### src/rtl/oam_dma.sv
// OAM DMA engine: decodes the source-page register, then copies OAM_LEN bytes
// from {page,00} into OAM while isolating the core from the memory bus.
//
// state | meaning
// IDLE  | core passthrough, no transfer
// DELAY | one start-up cycle, bus still passthrough
// RD    | DMA reads source byte idx into byte_buf
// WR    | DMA writes byte_buf to OAM_BASE+idx
module oam_dma #(
  parameter logic [15:0] DMA_REG_ADDR = 16'hFF46,
  parameter logic [15:0] OAM_BASE     = 16'hFE00,
  parameter int          OAM_LEN      = 160,
  parameter logic [7:0]  ECHO_LO      = 8'hE0
) (
  input  logic        clk,
  input  logic        rst,
  input  logic [15:0] cpu_r_addr,
  input  logic [15:0] cpu_w_addr,
  input  logic [7:0]  cpu_w_data,
  input  logic        cpu_w_wen,
  output logic [7:0]  cpu_r_data,
  output logic [15:0] mem_addr,
  output logic [7:0]  mem_w_data,
  output logic        mem_w_wen,
  input  logic [7:0]  mem_r_data,
  output logic        dma_active,
  output logic [7:0]  dma_src
);

  localparam logic [7:0] LAST_IDX = 8'(OAM_LEN - 1);

  typedef enum logic [1:0] {IDLE, DELAY, RD, WR} state_t;

  state_t     state_q, state_d;
  logic [7:0] src_page_q, src_page_d;
  logic [7:0] idx_q, idx_d;
  logic [7:0] byte_buf_q, byte_buf_d;

  logic       reg_hit;
  logic [7:0] eff_page;

  always_ff @(posedge clk or posedge rst) begin
    if (rst) begin
      state_q    <= IDLE;
      src_page_q <= 8'h00;
      idx_q      <= 8'h00;
      byte_buf_q <= 8'h00;
    end else begin
      state_q    <= state_d;
      src_page_q <= src_page_d;
      idx_q      <= idx_d;
      byte_buf_q <= byte_buf_d;
    end
  end

  assign reg_hit  = cpu_w_wen && (cpu_w_addr == DMA_REG_ADDR);
  // Echo RAM pages alias onto work RAM 0x20 pages lower.
  assign eff_page = (src_page_q >= ECHO_LO) ? (src_page_q - 8'h20) : src_page_q;

  always_comb begin
    state_d    = state_q;
    src_page_d = src_page_q;
    idx_d      = idx_q;
    byte_buf_d = byte_buf_q;
    mem_addr   = cpu_w_wen ? cpu_w_addr : cpu_r_addr;
    mem_w_data = cpu_w_data;
    mem_w_wen  = cpu_w_wen;
    cpu_r_data = mem_r_data;
    dma_active = 1'b0;

    case (state_q)
      IDLE: ;
      DELAY: begin
        dma_active = 1'b1;
        state_d    = RD;
      end
      RD: begin
        dma_active = 1'b1;
        mem_addr   = {eff_page, idx_q};
        mem_w_data = 8'h00;
        mem_w_wen  = 1'b0;
        cpu_r_data = 8'hFF;
        byte_buf_d = mem_r_data;
        state_d    = WR;
      end
      WR: begin
        dma_active = 1'b1;
        mem_addr   = OAM_BASE + {8'h00, idx_q};
        mem_w_data = byte_buf_q;
        mem_w_wen  = 1'b1;
        cpu_r_data = 8'hFF;
        if (idx_q == LAST_IDX) begin
          idx_d   = 8'h00;
          state_d = IDLE;
        end else begin
          idx_d   = idx_q + 8'd1;
          state_d = RD;
        end
      end
      default: state_d = IDLE;
    endcase

    // A register write restarts the transfer and never reaches memory.
    if (reg_hit) begin
      src_page_d = cpu_w_data;
      idx_d      = 8'h00;
      state_d    = DELAY;
      mem_w_wen  = 1'b0;
    end

    if (cpu_r_addr == DMA_REG_ADDR) cpu_r_data = src_page_q;

    if (rst) begin
      mem_addr   = 16'h0000;
      mem_w_data = 8'h00;
      mem_w_wen  = 1'b0;
      cpu_r_data = 8'hFF;
      dma_active = 1'b0;
    end
  end

  assign dma_src = src_page_q;

endmodule

### config.mk
export PLATFORM = sky130hd
export DESIGN_NAME = oam_dma
export DESIGN_NICKNAME = d
export VERILOG_FILES = /design/src/rtl/oam_dma.sv
export SDC_FILE = /design/constraint.sdc
export NUM_CORES = 1
export LEC_CHECK = 0
export CAP_MARGIN = 5
export CORE_MARGIN = 2
export CORE_UTILIZATION = 38
export CTS_CLUSTER_DIAMETER = 100
export DETAILED_ROUTE_END_ITERATION = 10
export PLACE_DENSITY_LB_ADDON = 0.08
export SLEW_MARGIN = 0
export SYNTH_ARGS = -nofsm -noshare
export SYNTH_HDL_FRONTEND = slang
export SYNTH_SLANG_ARGS = --single-unit
### constraint.sdc
create_clock -name clk -period 3.9 [get_ports clk]
set_input_delay 0.975 -clock clk [delete_from_list [all_inputs] [get_ports clk]]
set_output_delay 0.975 -clock clk [all_outputs]
set_load 0.005 [all_outputs]
==> key figures <==
Clock tree
  – Clk_lat worst skew: 260 ps
  – Library cell used as clock root buffer: clkbuf_8
  – CTS buffer count: 3
  – Number of clock sinks seen by CTS: 26
  – CTS tree: yes
  – Max clock buf depth: 2
  – H-tree level count: 1
  – Clock-pin transition on the worst setup and hold timing paths: 90 ps

GRT
  – Global-route usage over all layers: 23.0%
  – Routing usage on met1: 33.4%
  – Grt ovf: 0
  – GRT met3 Usage: 3.61%
  – Peak-usage layer in the global routing report: met2
  – Vias in the first global route: 2014
  – M2 GR Usage: 36.9%
  – Pin count of the biggest net entering global routing: 23
  – Number of antenna violations at the first check in global routing: 0
  – First-pass GRT wire length: 9960 µm

STA
  – Number of setup violations in the final report: 0
  – Measured slew at the worst slew-check pin: 567 ps
  – RSZ-0062 raised after global routing: no
  – Count of pins over their slew limit: 0
  – Fmax achieved: 267 MHz
  – Fin. Hold Viols: 0
  – Headroom to the max-slew limit: 62.1%
  – Minimum clock period after layout: 3740 ps
  – Fraction of the cycle the final worst path needs: 96.0%
  – Worst Skew: 1.92 ps
  – Final total negative setup slack: 0 ps

Critical path
  – Crit end category: output pin
  – Critical path required time: 2920 ps
  – Launching point of the worst reg2reg path: state_q[1]
  – Worst setup path start: cpu_w_wen
  – Worst setup SP type: input port
  – Category of the most critical setup path: in2out
  – Register-to-register path setup slack: 2080 ps
  – Worst EP arrival: 2770 ps
  – Maximum fanout along the worst path: 18

Floorplan
  – Effective utilization at floorplan: 40.0%
  – Die area: 0.00566 mm²
  – Height of the die: 75.2 µm
  – Die boundary width: 75.2 µm
  – Placeable Area: 0.00482 mm²
  – Top-level port count: 93
  – Num rows: 25

Pwr
  – Static leakage power: 1.23 nW
  – Ratio of total power to cell area: 224 mW/mm²
  – Worst ir drop on vdd: 0.000131 V

Yosys
  – Yosys Warn Count: 0
  – Count of cell types in the netlist: 37
  – Sequential cell area fraction in the yosys report: 33.8%
  – Post-synthesis average cell area: 8.16 µm²
  – Share of Yosys cell area claimed by the top area cell type: 33.8%
  – Post-synthesis instance total: 236
  – Net count of the mapped netlist: 289
  – Area of the mapped netlist: 0.00193 mm²
  – Top cells by area, synth: dfrtp_1 34%, mux2_2 9.4%, nor2_1 6.2%
  – Biggest area consumer among synthesized cells: dfrtp_1
  – FF+latch count, synth: 26

Detailed routing
  – DRC violation count after routing: 0
  – Wire per inst: 16.0 µm
  – Final ANT Viol Nets: 0
  – Vias: 2091
  – Drt first pass iters: 4
  – Total detailed-routing wirelength: 6440 µm
  – Iteration-0 DRC Markers: 106
  – Average vias per placed instance: 5.20

Cells and area
  – Number of fill cells: 449
  – Antenna diode instance count: 0
  – Area occupied by multi-input gates: 0.00120 mm²
  – Layout Area Growth over Synthesis: 60.0%
  – Ratio of cells with drive above 1 in the final layout: 13.4%
  – Post-route cell area: 0.00308 mm²
  – Non-filler instance count after layout: 402
  – Final layout net count: 389
  – Combined flip-flop and latch cell area: 651 µm²

Run
  – Max-cap violations: 0

Placement
  – Port-buffer cells: 92
  – DPL Wire Length: 4720 µm
  – Area after detailed placement: 0.00297 mm²
  – Last weighted congestion value of the routability-driven placer: 0.832
  – Cell count after placement: 391

Run status
  – Run status: finished clean

Hold path
  – Start point of the worst hold path: idx_q[7]
  – Tightest Hold Check Type: reg2reg
==> routing by layer <==
metal / share of wire (%) / vias to the layer above
met5: 0 / -
met2: 43 / 77
met3: 8.0 / 4
met4: 0.84 / 0
met1: 48 / 972
li1: - / 1038
==> what timing repair did <==
item	in CTS	in global routing
cloned	1	0
endpoints found under the setup margin	9	4
setup buffers	6	0
hold buffers	0	0
gates resized for setup	33	0
pin swaps	3	1
==> synthesized netlist by cell type <==
cell type,number
nor2_1,32
dfrtp_1,26
a21oi_1,23
mux2_2,16
nand2_1,15
nor3_1,12
a211oi_1,11
clkbuf_1,11
nor2b_1,11
and2_1,9
nand3_1,9
o21ai_0,9
mux2i_1,8
nand4_1,7
inv_1,5
nand2b_1,5
xor2_1,3
a31oi_1,2
buf_1,2
buf_4,2
ha_1,2
a2111oi_0,1
a311oi_1,1
and3_1,1
buf_2,1
clkinv_1,1
nand4bb_1,1
nor4_2,1
nor4_4,1
nor4b_1,1
nor4bb_1,1
o21ai_1,1
o31a_1,1
or3_1,1
or4_1,1
or4_4,1
or4b_2,1
==> cell families (layout without fill, tap and decap cells) <==
logic type	after synthesis	after routing	synth area share, %
flops	26	26	33.8
mux	24	24	13.5
simple gates	110	110	30.5
xor+xnor	3	3	1.36
buf+inv	22	121	4.74
fa+ha+maj	2	2	1.30
compound gates	49	49	14.9
==> path summary, 6_finish.rpt <==
| path | end | cells past startpoint |
|---|---|---|
| worst max-delay path | mem_addr[14] | 6 |
| worst min register to register | idx_q[7] | 1 |
| max in group asynchronous | dma_src[3] | 3 |
| worst min-delay path | idx_q[7] | 1 |
| worst max register to register | idx_q[7] | 4 |
| min in group asynchronous | dma_src[4] | 3 |
==> worst max-delay path, cell delays in order <==
cell and delay [ps]:
clkdlybuf4s50_1 480, buf_4 250, inv_1 180, a211oi_1 310, nor3_1 90, clkdlybuf4s50_1 470
==> area by class of cell <==
cell class / count / share of cell area (%)
multi-input combinational: 188 / 38.8
tap: 67 / 2.72
sequential: 26 / 21.1
inverter: 6 / 0.731
timing repair buffer: 111 / 34.8
clock buffer: 4 / 1.79
==> registers in the layout (all words and copies together) (netlist names) <==
| register | count |
|---|---|
| idx_q | 8 |
| dma_src | 8 |
| state_q | 2 |
| byte_buf_q | 8 |
==> power breakdown <==
group,switching [mW],internal (mW)
Combinational,0.0673,0.111
Sequential,0.0389,0.298
Clock,0.0840,0.0901
Total,0.190,0.499
==> cell usage in the layout, fill, tap and decap left out, drive strengths merged, types with 3 or more instances in the layout <==
| master | instances |
|---|---|
| a211oi | 11 |
| a21oi | 23 |
| and2 | 9 |
| buf | 20 |
| clkbuf | 4 |
| clkdlybuf4s15 | 7 |
| clkdlybuf4s50 | 79 |
| dfrtp | 26 |
| dlygate4sd2 | 5 |
| inv | 5 |
| mux2 | 16 |
| mux2i | 8 |
| nand2 | 15 |
| nand2b | 5 |
| nand3 | 9 |
| nand4 | 7 |
| nor2 | 32 |
| nor2b | 11 |
| nor3 | 12 |
| o21ai | 10 |
| xor2 | 3 |
==> through the flow <==
stage / total power [mW] / hold WS (ps) / setup slack [ps] / utilization, %
floorplan: 0.407 / 448 / 526 / -
global placement: 0.518 / 486 / -257 / 61.6
detailed placement: 0.520 / 481 / -281 / 61.6
CTS: 0.692 / 496 / 109 / 64.0
global route: 0.731 / 514 / 38.3 / 64.0
finish: 0.690 / 493 / 157 / 64.0
Power figures use the tool's default switching activity.
